<file path="config.mk">
export PLATFORM = sky130hd
export DESIGN_NAME = gamepad_pmod_tx
export DESIGN_NICKNAME = d
export VERILOG_FILES = /design/src/rtl/gamepad_pmod_pkg.sv /design/src/rtl/pmod_phase_timer.sv /design/src/rtl/gamepad_pmod_tx.sv
export SDC_FILE = /design/constraint.sdc
export NUM_CORES = 1
export LEC_CHECK = 0
export CAP_MARGIN = 20
export CORE_MARGIN = 5
export CORE_UTILIZATION = 48
export CTS_CLUSTER_DIAMETER = 80
export DETAILED_ROUTE_END_ITERATION = 6
export GPL_TIMING_DRIVEN = 0
export PLACE_DENSITY = 0.77
export SYNTH_ARGS = -nofsm -noshare
export SYNTH_HDL_FRONTEND = slang
export SYNTH_SLANG_ARGS = --single-unit
</file>
<file path="constraint.sdc">
create_clock -name clk -period 2.2 [get_ports clk]
set_clock_uncertainty 0.05 [all_clocks]
set_input_delay 0.44 -clock clk [delete_from_list [all_inputs] [get_ports clk]]
set_output_delay 0.44 -clock clk [all_outputs]
set_load 0.005 [all_outputs]
</file>
<file path="src/rtl/gamepad_pmod_pkg.sv">
`default_nettype none
// +--------------------------------------------------------------------+
// | gamepad_pmod_pkg : button map, frame widths and FSM states shared   |
// | by the gamepad Pmod transmitter and receiver.        Rev 1.0       |
// +--------------------------------------------------------------------+
package gamepad_pmod_pkg;

  localparam int BTN_WIDTH = 12;

  localparam int BTN_B      = 11;
  localparam int BTN_Y      = 10;
  localparam int BTN_SELECT = 9;
  localparam int BTN_START  = 8;
  localparam int BTN_UP     = 7;
  localparam int BTN_DOWN   = 6;
  localparam int BTN_LEFT   = 5;
  localparam int BTN_RIGHT  = 4;
  localparam int BTN_A      = 3;
  localparam int BTN_X      = 2;
  localparam int BTN_L      = 1;
  localparam int BTN_R      = 0;

  localparam int FRAME_W_SINGLE = BTN_WIDTH;
  localparam int FRAME_W_DUAL   = 2 * BTN_WIDTH;

  localparam int TIMER_W   = 16;
  localparam int BIT_IDX_W = 5;

  typedef enum logic [2:0] {
    ST_IDLE  = 3'd0,
    ST_SETUP = 3'd1,
    ST_HIGH  = 3'd2,
    ST_LATCH = 3'd3,
    ST_GAP   = 3'd4
  } tx_state_e;

endpackage
`default_nettype wire

</file>
<file path="src/rtl/pmod_phase_timer.sv">
`default_nettype none
// +--------------------------------------------------------------------+
// | pmod_phase_timer : loadable down-counter; tc is high while the      |
// | count sits at zero.                                  Rev 1.0       |
// +--------------------------------------------------------------------+
module pmod_phase_timer
  import gamepad_pmod_pkg::*;
(
  input  logic               clk,
  input  logic               rst_n,
  input  logic               load,
  input  logic [TIMER_W-1:0] load_val,
  output logic               tc
);

  localparam logic [TIMER_W-1:0] C_ONE = TIMER_W'(1);

  logic [TIMER_W-1:0] count_q;
  logic [TIMER_W-1:0] count_d;

  always_comb begin
    count_d = count_q;
    if (load) begin
      count_d = load_val;
    end else if (count_q != '0) begin
      count_d = count_q - C_ONE;
    end
  end

  always_ff @(posedge clk) begin
    if (!rst_n) begin
      count_q <= '0;
    end else begin
      count_q <= count_d;
    end
  end

  assign tc = (count_q == '0);

endmodule
`default_nettype wire

</file>
<file path="src/rtl/gamepad_pmod_tx.sv">
`default_nettype none
// +--------------------------------------------------------------------+
// | gamepad_pmod_tx : serializes controller button states onto the     |
// | Pmod data/clk/latch bus. GAMEPAD_TX_DUAL_EN adds controller 2.     |
// | Rev 1.0                                                            |
// +--------------------------------------------------------------------+
module gamepad_pmod_tx
  import gamepad_pmod_pkg::*;
#(
  parameter int CLK_DIV      = 4,
  parameter int LATCH_CYCLES = 8,
  parameter int FRAME_GAP    = 64
) (
  input  logic                 clk,
  input  logic                 rst_n,
  input  logic                 enable,
  input  logic [BTN_WIDTH-1:0] buttons1,
  input  logic [BTN_WIDTH-1:0] buttons2,
  output logic                 pmod_data,
  output logic                 pmod_clk,
  output logic                 pmod_latch,
  output logic                 busy,
  output logic                 frame_done
);

`ifdef GAMEPAD_TX_DUAL_EN
  localparam int FRAME_W = FRAME_W_DUAL;
  logic [FRAME_W-1:0] frame_word;
  assign frame_word = {buttons2, buttons1};
`else
  localparam int FRAME_W = FRAME_W_SINGLE;
  logic [FRAME_W-1:0] frame_word;
  logic               unused_buttons2;
  assign frame_word      = buttons1;
  assign unused_buttons2 = ^buttons2;
`endif

  // Timer reloads hold N-1 so a state lasts exactly N cycles.
  localparam logic [TIMER_W-1:0]   C_LD_HALF  = TIMER_W'(CLK_DIV - 1);
  localparam logic [TIMER_W-1:0]   C_LD_LATCH = TIMER_W'(LATCH_CYCLES - 1);
  localparam logic [TIMER_W-1:0]   C_LD_GAP   = TIMER_W'(FRAME_GAP - 1);
  localparam logic [BIT_IDX_W-1:0] C_IDX_TOP  = BIT_IDX_W'(FRAME_W - 1);
  localparam logic [BIT_IDX_W-1:0] C_IDX_ONE  = BIT_IDX_W'(1);

  tx_state_e            state_q,   state_d;
  logic [FRAME_W-1:0]   shift_q,   shift_d;
  logic [BIT_IDX_W-1:0] bit_idx_q, bit_idx_d;
  logic                 data_q,    data_d;
  logic                 sclk_q,    sclk_d;
  logic                 latch_q,   latch_d;
  logic                 busy_q,    busy_d;
  logic                 done_q,    done_d;

  logic               tmr_load;
  logic [TIMER_W-1:0] tmr_val;
  logic               tmr_tc;
  logic               start_frame;

  pmod_phase_timer u_timer (
    .clk      (clk),
    .rst_n    (rst_n),
    .load     (tmr_load),
    .load_val (tmr_val),
    .tc       (tmr_tc)
  );

  always_comb begin
    state_d     = state_q;
    shift_d     = shift_q;
    bit_idx_d   = bit_idx_q;
    data_d      = data_q;
    sclk_d      = sclk_q;
    latch_d     = latch_q;
    busy_d      = busy_q;
    done_d      = 1'b0;
    tmr_load    = 1'b0;
    tmr_val     = '0;
    start_frame = 1'b0;

    case (state_q)
      ST_IDLE: begin
        start_frame = enable;
      end
      ST_SETUP: begin
        if (tmr_tc) begin
          state_d  = ST_HIGH;
          sclk_d   = 1'b1;
          tmr_load = 1'b1;
          tmr_val  = C_LD_HALF;
        end
      end
      ST_HIGH: begin
        if (tmr_tc) begin
          sclk_d   = 1'b0;
          tmr_load = 1'b1;
          if (bit_idx_q == '0) begin
            state_d = ST_LATCH;
            latch_d = 1'b1;
            tmr_val = C_LD_LATCH;
          end else begin
            state_d   = ST_SETUP;
            bit_idx_d = bit_idx_q - C_IDX_ONE;
            data_d    = shift_q[FRAME_W-2];
            shift_d   = {shift_q[FRAME_W-2:0], 1'b0};
            tmr_val   = C_LD_HALF;
          end
        end
      end
      ST_LATCH: begin
        if (tmr_tc) begin
          state_d  = ST_GAP;
          latch_d  = 1'b0;
          done_d   = 1'b1;
          tmr_load = 1'b1;
          tmr_val  = C_LD_GAP;
        end
      end
      ST_GAP: begin
        if (tmr_tc) begin
          if (enable) begin
            start_frame = 1'b1;
          end else begin
            state_d = ST_IDLE;
            busy_d  = 1'b0;
          end
        end
      end
      default: begin
        state_d = ST_IDLE;
        busy_d  = 1'b0;
      end
    endcase

    // Snapshot and first bit are taken together so the whole frame is coherent.
    if (start_frame) begin
      state_d   = ST_SETUP;
      busy_d    = 1'b1;
      shift_d   = frame_word;
      data_d    = frame_word[FRAME_W-1];
      bit_idx_d = C_IDX_TOP;
      tmr_load  = 1'b1;
      tmr_val   = C_LD_HALF;
    end
  end

  always_ff @(posedge clk) begin
    if (!rst_n) begin
      state_q   <= ST_IDLE;
      shift_q   <= '0;
      bit_idx_q <= '0;
      data_q    <= 1'b0;
      sclk_q    <= 1'b0;
      latch_q   <= 1'b0;
      busy_q    <= 1'b0;
      done_q    <= 1'b0;
    end else begin
      state_q   <= state_d;
      shift_q   <= shift_d;
      bit_idx_q <= bit_idx_d;
      data_q    <= data_d;
      sclk_q    <= sclk_d;
      latch_q   <= latch_d;
      busy_q    <= busy_d;
      done_q    <= done_d;
    end
  end

  assign pmod_data  = data_q;
  assign pmod_clk   = sclk_q;
  assign pmod_latch = latch_q;
  assign busy       = busy_q;
  assign frame_done = done_q;

endmodule
`default_nettype wire

</file>
Word-level counts from Yosys, hierarchy flattened. Index checks and enable logic that the tools add are counted.

Bitwise logic cells: 3. Reductions and logical operators: 20. Add/sub/neg operators: 2. Mux-type cells: 44. Equal/unequal tests: 18.

Operator list (number): $mux 16 (3); $mux 11 (4); $mux 3 (7); $pmux 6 s3 (1); $mux 1 (17); $logic_not 16->1 (1); $mux 4 (4); $ne 2x2->1 const B (8); $reduce_bool 16->1 (1); $sub 16x1->16 const B (1); $ne 3x3->1 const B (5); $pmux 3 s5 (1); $reduce_and 3->1 (4); $reduce_and 6->1 (2); $reduce_bool 2->1 (5); $pmux 1 s2 (4); $eq 3x2->1 const B (2); $mux 6 (1); $logic_not 5->1 (1); $sub 5x1->5 const B (1); $mux 2 (2); $reduce_and 4->1 (1); $reduce_or 4->1 (1); $eq 3x1->1 const B (1); 7 further kinds (9).

Bits of input ports: 27. Word-level logic and storage cells: 98. Register bits after elaboration: 40.

Longest topological paths before layout. Gate-level depths: netlist of run 1.

Depth in word-level cells: 6. Depth in mapped cells: 8. Gate-level depth less buffers: 7.

Hierarchy. A second synthesis of run 1 with hierarchy kept.

Cells, all modules: 254. Area, all modules: 2079.5 µm².

By module, submodules not included: gamepad_pmod_tx (cells an instance 138, times used 1, area an instance 1139.8 µm²); pmod_phase_timer (cells an instance 116, times used 1, area an instance 939.7 µm²).

Worst setup path after synthesis of run 1. Ideal clock, no wire load.

Path type: register -> register. Start: register bit_idx_q[0]. End: register data_q (netlist: pmod_data). Stages on the path, launching flop included: 9. Path slack: 0.166 ns. Data required time: 2.028 ns. Buffers on the path: 1. Period minus slack after synthesis: 2.034 ns. Arrival time: 1.862 ns. Path through: dfxtp_1 > inv_1 > ha_1 > or4b_1 > nand2_1 > nor3_4 > and2_1 > buf_4 > a221o_1.

Cells in the longest elaborated chain, start to end: 3.

Ends and longest elaborated chain: from (decl) (RTL line gamepad_pmod_tx.sv:47) `logic [BIT_IDX_W-1:0] bit_idx_q, bit_idx_d;`; from (signal assigned) (RTL line gamepad_pmod_tx.sv:159) `bit_idx_q <= bit_idx_d;`; $logic_not 5->1 (RTL line gamepad_pmod_tx.sv:96) `if (bit_idx_q == '0) begin`; $ne 2x2->1 (no line); $reduce_and 3->1 (no line); to (signal assigned) (RTL line gamepad_pmod_tx.sv:160) `data_q <= data_d;`; to (decl) (RTL line gamepad_pmod_tx.sv:48) `logic data_q, data_d;`.

No other way between the ends. A chain may end at the register's enable or synchronous reset.

==> metrics.txt, run 1 <==
final WL 4.95 mm; Lkg Pwr approximately 1.0 nW; Comb pwr share 0.611; area share of the largest cell type after synthesis 0.378; clock buffer depth 2; Syn Area/Cell 9.38 µm²; initial cell density of the core 0.490; Synth area leaders dfxtp_1 38%, a221o_1 5.7%, xnor2_1 4.1%, and3_1 3.5%, nor2_1 3.4%; yosys warns 0; sequential-to-total area share from yosys stat 0.378; most used flip-flop cell after synthesis dfxtp_1; setup TNS 0 ns; Inserted Diodes 0; die width about 76 µm; total grt overflow 0; CTS Buf Count 5; Pre-antenna DRT Iters 4; Final nets 289; critical path class in -> reg; RD Place Congestion 0.870; Tmin final 2.11 ns; dominant cell type by area after synthesis dfxtp_1; Wirelength per Cell 15.9 µm; FMAX between 400 and 500 MHz; initial DRC count 177; hold slack roughly 0.45 ns; H-Tree Depth 2; Cells after Synth ~230; synthesis-to-layout area growth 24.8%; largest net degree at the start of global routing 13; VDD IR max 0.00122 V; Slew Viols, Final 0; Via Count 1,868; first-pass GRT wire length 8.16 mm; PwrDens 1830 nW/µm²; Critical Path RT around 2.3 ns; MaxCap Viol Count 0; FP Rows 24; die area 5840 µm²; Psw ~2.3 mW; layout cell share with drive strength beyond 1 0.201; number of flops mapped to enable cells by yosys 0; CP Max Fanout 10; Slew HR 0.580; Total GRT Usage 0.168; # IOs 32; Seq pwr share 0.255; clock sinks 40; internal power ~2.6 mW; dpl hpwl 3.39 mm; CP Launch Type input pin; post-layout util 0.612; Sw Ratio 0.468; vias in the first global route ~1,700; clk slew on worst S/H paths approximately 0.080 ns; Clock power frac 0.135; Port Buffers 19; Post-synth top cells 40 x dfxtp_1, 19 x nor2_1, 12 x a221o_1, 12 x and3_1, 10 x xnor2_1; #FFs+latches synth 40; CORE AREA 4320 µm²; CP endpoint kind flop; Finished Layout Cells approximately 310; Netlist cell types 62; Antenna Nets Post-Route 0; status complete, no violations; fill cell count 365; RSZ-0062 raised after global routing no; DRC viols 0; initial antenna violation count 0; Async SR Flop Fraction 0; root buffer cell clkbuf_8; Setup-failing EPs final 0; Die Height around 76 µm; min-delay worst type reg -> reg; worst slew pin tran roughly 0.62 ns; most frequent cell after synthesis dfxtp_1; Final Hold Viols 0; Post-Syn Area 2120 µm²; r2r setup slk 0.10 ns; syn nets 257; Worst-Skew Late Latency 0.29 ns; CTS tree built; WP data arrival between 2 and 2.5 ns; drt via density 6.01; Post-Place Cells 297; Tcrit/Tclk final 0.961
-- area by class of cell --
type,instances,area [µm²],area share
clock inverter,1,30.0,0.0114
inverter,7,26.3,0.00993
buffer,12,72.6,0.0274
tap,52,65.1,0.0246
multi-input combinational,166,1310,0.495
sequential,40,801,0.303
clock buffer,7,96.3,0.0364
timing repair buffer,26,245,0.0927
-- stage by stage --
| step | setup WS (ns) | instance area [µm²] | power [mW] |
|---|---|---|---|
| floorplan | 0.166 | 2120 | 3.20 |
| global placement | -0.531 | 2370 | 3.75 |
| detailed placement | -0.560 | 2370 | 3.78 |
| CTS | -0.00407 | 2570 | 4.64 |
| global route | 0.00185 | 2650 | 5.19 |
| finish | 0.0861 | 2650 | 4.84 |
-- layer usage --
layer  GRT usage  routed length [µm]
met1       0.222                2190
met2       0.266                2340
met3      0.0426                 331
met4      0.0542                  89
met5           0                   0
-- state kept, by name (all words and copies together) (netlist names) --
register	cells
pmod_clk	1
shift_q	11
bit_idx_q	5
busy	1
frame_done	1
u_timer.count_q	16
pmod_latch	1
state_q	3
pmod_data	1
-- cells in the final DEF, fill, tap and decap left out, types with 3 or more instances in the layout --
| master | synthesis | layout |
|---|---|---|
| xnor2_1 | 10 | 10 |
| o311a_1 | 3 | 3 |
| buf_4 | 1 | 9 |
| a21oi_1 | 6 | 6 |
| or3_1 | 3 | 3 |
| a221o_1 | 12 | 12 |
| nor3_4 | 1 | 4 |
| clkdlybuf4s50_1 | 0 | 18 |
| o21ai_0 | 7 | 7 |
| and3_1 | 12 | 12 |
| inv_1 | 7 | 6 |
| dfxtp_1 | 40 | 40 |
| nand3_1 | 6 | 6 |
| clkbuf_1 | 6 | 4 |
| nor3_1 | 8 | 7 |
| nor4_1 | 7 | 7 |
| ha_1 | 4 | 4 |
| nor2_1 | 19 | 18 |
| clkbuf_8 | 0 | 7 |
| buf_2 | 5 | 3 |
| xor2_1 | 6 | 6 |
| o21a_1 | 3 | 3 |
| nand2_1 | 9 | 8 |
-- final timing paths --
check,start,endpoint,depth (start not counted)
setup / recovery,rst_n,u_timer.count_q[2],4
setup reg to reg,u_timer.count_q[4],u_timer.count_q[2],5
hold / removal,shift_q[2],shift_q[2],1
hold reg to reg,shift_q[2],shift_q[2],1
-- power by group through the flow --
stage | clock (mW) | combinational [mW] | sequential, mW
floorplan | 0 | 2.03 | 1.17
global route | 0.706 | 3.22 | 1.27
finish | 0.653 | 2.96 | 1.23
global placement | 0 | 2.54 | 1.20
CTS | 0.669 | 2.77 | 1.20
detailed placement | 0 | 2.56 | 1.21
-- worst max-delay path, cell delays in order --
cell	delay, ns
clkdlybuf4s50_1	0.66
clkbuf_1	0.44
o21ai_0	0.26
a2111oi_0	0.40
-- kinds of logic (layout without fill, tap and decap cells) --
group	count (synthesis)	count (layout)	synth area share
AOI/OAI and AO/OA	53	53	0.219
xor gates and xnor gates	16	16	0.0661
adders and majority gates	4	4	0.0236
buffers and inverters	20	53	0.0437
DFF	40	40	0.378
muxes	2	2	0.0100
and+or+nand+nor	91	91	0.260
-- repair_timing --
| action | in CTS | in global routing |
|---|---|---|
| pin swaps | 3 | 5 |
| setup endpoints to repair | 15 | 26 |
| hold buffers | 0 | 0 |
| buffers inserted | 1 | 6 |
| resized for setup | 13 | 9 |
(Power assumes the default switching activity.)
==> run 2: changes to the inputs <==
Settings changed: SETUP_SLACK_MARGIN from default to 0.3.
==> metrics.txt, run 2 (synthesis gave the netlist of run 1 again) <==
# IOs 32 (unchanged); worst slew pin tran 0.533 ns (was 0.624 ns); die width 76.5 µm (unchanged); H-Tree Depth 2 (unchanged); initial cell density of the core 0.490 (unchanged); Placement Cell Area 2400 µm² (was 2370 µm²); Psw 2.67 mW (was 2.27 mW); Via Count 2,129 (was 1,868); final instance area 3010 µm² (was 2650 µm²); PwrDens 1930 nW/µm² (was 1830 nW/µm²); worst setup margin 0.242 ns (was 0.0861 ns); Tmin final 1.96 ns (was 2.11 ns); Seq pwr share 0.223 (was 0.255); highest-count cells in the layout ignoring fill and taps 28 x dfxtp_1, 27 x buf_4, 17 x clkdlybuf4s50_1 (was 40 x dfxtp_1, 18 x nor2_1, 18 x clkdlybuf4s50_1); DRC viols 0 (unchanged); CP Max Fanout 10 (unchanged); synthesis-to-layout area growth 42.1% (was 24.8%); clock sinks 40 (unchanged); Inserted Diodes 0 (unchanged); commonest non-fill, non-tap cell in the layout dfxtp_1 (unchanged); Port Buffers 19 (unchanged); Final nets 313 (was 289); Clock power frac 0.104 (was 0.135); hold slack 0.443 ns (was 0.446 ns); vias in the first global route 1,933 (was 1,712); VDD IR max 0.00102 V (was 0.00122 V); RD Place Congestion 0.838 (was 0.870); dpl hpwl 3.58 mm (was 3.39 mm); Lkg Pwr 1.20 nW (was 1.04 nW); largest net degree at the start of global routing 14 (was 13); drt via density 6.36 (was 6.01); WP data arrival 2.13 ns (was 2.21 ns); CP endpoint kind flop (unchanged); clock buffer depth 2 (unchanged); Wirelength per Cell 18.9 µm (was 15.9 µm); Largest register FFs 16 (unchanged); Slew Viols, Final 0 (unchanged); clk slew on worst S/H paths 0.08 ns (about the same); Sw Ratio 0.460 (was 0.468); Slew HR 0.641 (was 0.580); critical path class reg -> reg (was in -> reg); CORE AREA 4320 µm² (unchanged); root buffer cell clkbuf_8 (unchanged); top flop regs u_timer.count_q x16, shift_q x11, bit_idx_q x5 (unchanged); die area 5840 µm² (unchanged); FMAX 511 MHz (was 473 MHz); Die Height 76.5 µm (unchanged); Comb pwr share 0.673 (was 0.611); MaxCap Viol Count 0 (unchanged); Tcrit/Tclk final 0.890 (was 0.961); CTS Buf Count 5 (unchanged); initial DRC count 256 (was 177); initial antenna violation count 0 (unchanged); FP Rows 24 (unchanged); CTS tree built (unchanged); final WL 6.33 mm (was 4.95 mm); Setup-failing EPs final 0 (unchanged); Worst-Skew Late Latency 0.30 ns (was 0.29 ns); Reg area 826 µm² (was 801 µm²); min-delay worst type reg -> reg (unchanged); post-layout util 0.696 (was 0.612); CP Launch Type flop (was input pin); layout cell share with drive strength beyond 1 0.396 (was 0.201); Total GRT Usage 0.195 (was 0.168); Antenna Nets Post-Route 0 (unchanged); worst slack at placement -0.453 ns (was -0.560 ns); RSZ-0062 raised after global routing yes (was no); Pre-antenna DRT Iters 5 (was 4); Critical Path RT 2.37 ns (was 2.30 ns); fill cell count 318 (was 365); total grt overflow 0 (unchanged); Final Hold Viols 0 (unchanged); area of the multi-input gates 1440 µm² (was 1310 µm²); status complete, no violations (unchanged); internal power 3.14 mW (was 2.58 mW); largest reg by FF count u_timer.count_q (unchanged); first-pass GRT wire length 9.45 mm (was 8.16 mm)
## run 2: changes by cell type in the layout (fill, tap and decap cells not counted), moves of 3 or more
| cell | change |
|---|---|
| clkbuf_1 | -3 |
| nor2_1 | -3 |
| ha_1 | -3 |
| buf_6 | +6 |
| buf_4 | +18 |
| ha_4 | +3 |
| inv_1 | -3 |
| dfxtp_2 | +8 |
| dfxtp_1 | -12 |
| dfxtp_4 | +4 |
## run 2: final timing paths
check	start	end	slack, ns	depth (start not counted)
worst min register to register	pmod_data	pmod_data	0.44	1
worst min-delay path	pmod_data	pmod_data	0.44	1
worst max-delay path	state_q[2]	u_timer.count_q[4]	0.24	6
worst max register to register	state_q[2]	u_timer.count_q[4]	0.24	6
## run 2: what timing repair did
action / in CTS / in global routing
hold buffers: 0 / 0
gates resized for setup: 46 / 41
pin swaps: 19 / 12
gates cloned: 1 / 0
hold endpoints to repair: 0 / 0
buffers inserted: 17 / 12
setup endpoints to repair: 39 / 33
## run 2: layout make-up
type,count,area share
plain buffers,13,0.0386
clock buffers,5,0.0229
clock inverters,3,0.0141
inverters,7,0.00956
multi-input cells,166,0.477
flip-flops and latches,40,0.274
well taps,52,0.0216
repair buffers,49,0.142
## run 2: power groups by stage
stage | combinational [mW] | clock [mW] | sequential, mW
2_1_floorplan | 2.06 | 0 | 1.17
3_3_place_gp | 2.56 | 0 | 1.21
3_5_place_dp | 2.60 | 0 | 1.22
4_1_cts | 3.19 | 0.609 | 1.26
5_1_grt | 4.16 | 0.654 | 1.34
6_report | 3.91 | 0.604 | 1.29
## run 2: through the flow
stage               total power [mW]  TNS, ns  std cells
floorplan                       3.24        0        226
global placement                3.77    -8.43        297
detailed placement              3.82    -8.28        297
CTS                             5.06        0        323
global route                    6.15        0        335
finish                          5.81        0        335
## run 2: critical path: stages, from the launching register on
cell and delay [ns]:
dfxtp_2 0.44, clkbuf_2 0.29, o21ai_0 0.21, o31ai_2 0.14, nand3_2 0.13, a221o_1 0.35, a221oi_2 0.25
## run 2: metal layers
| layer | track usage | part of all wire | up-vias |
|---|---|---|---|
| met5 | 0 | 0 | - |
| met2 | 0.310 | 0.48 | 138 |
| met3 | 0.0414 | 0.086 | 27 |
| met4 | 0.0699 | 0.033 | 0 |
| li1 | - | - | 963 |
| met1 | 0.259 | 0.40 | 1001 |
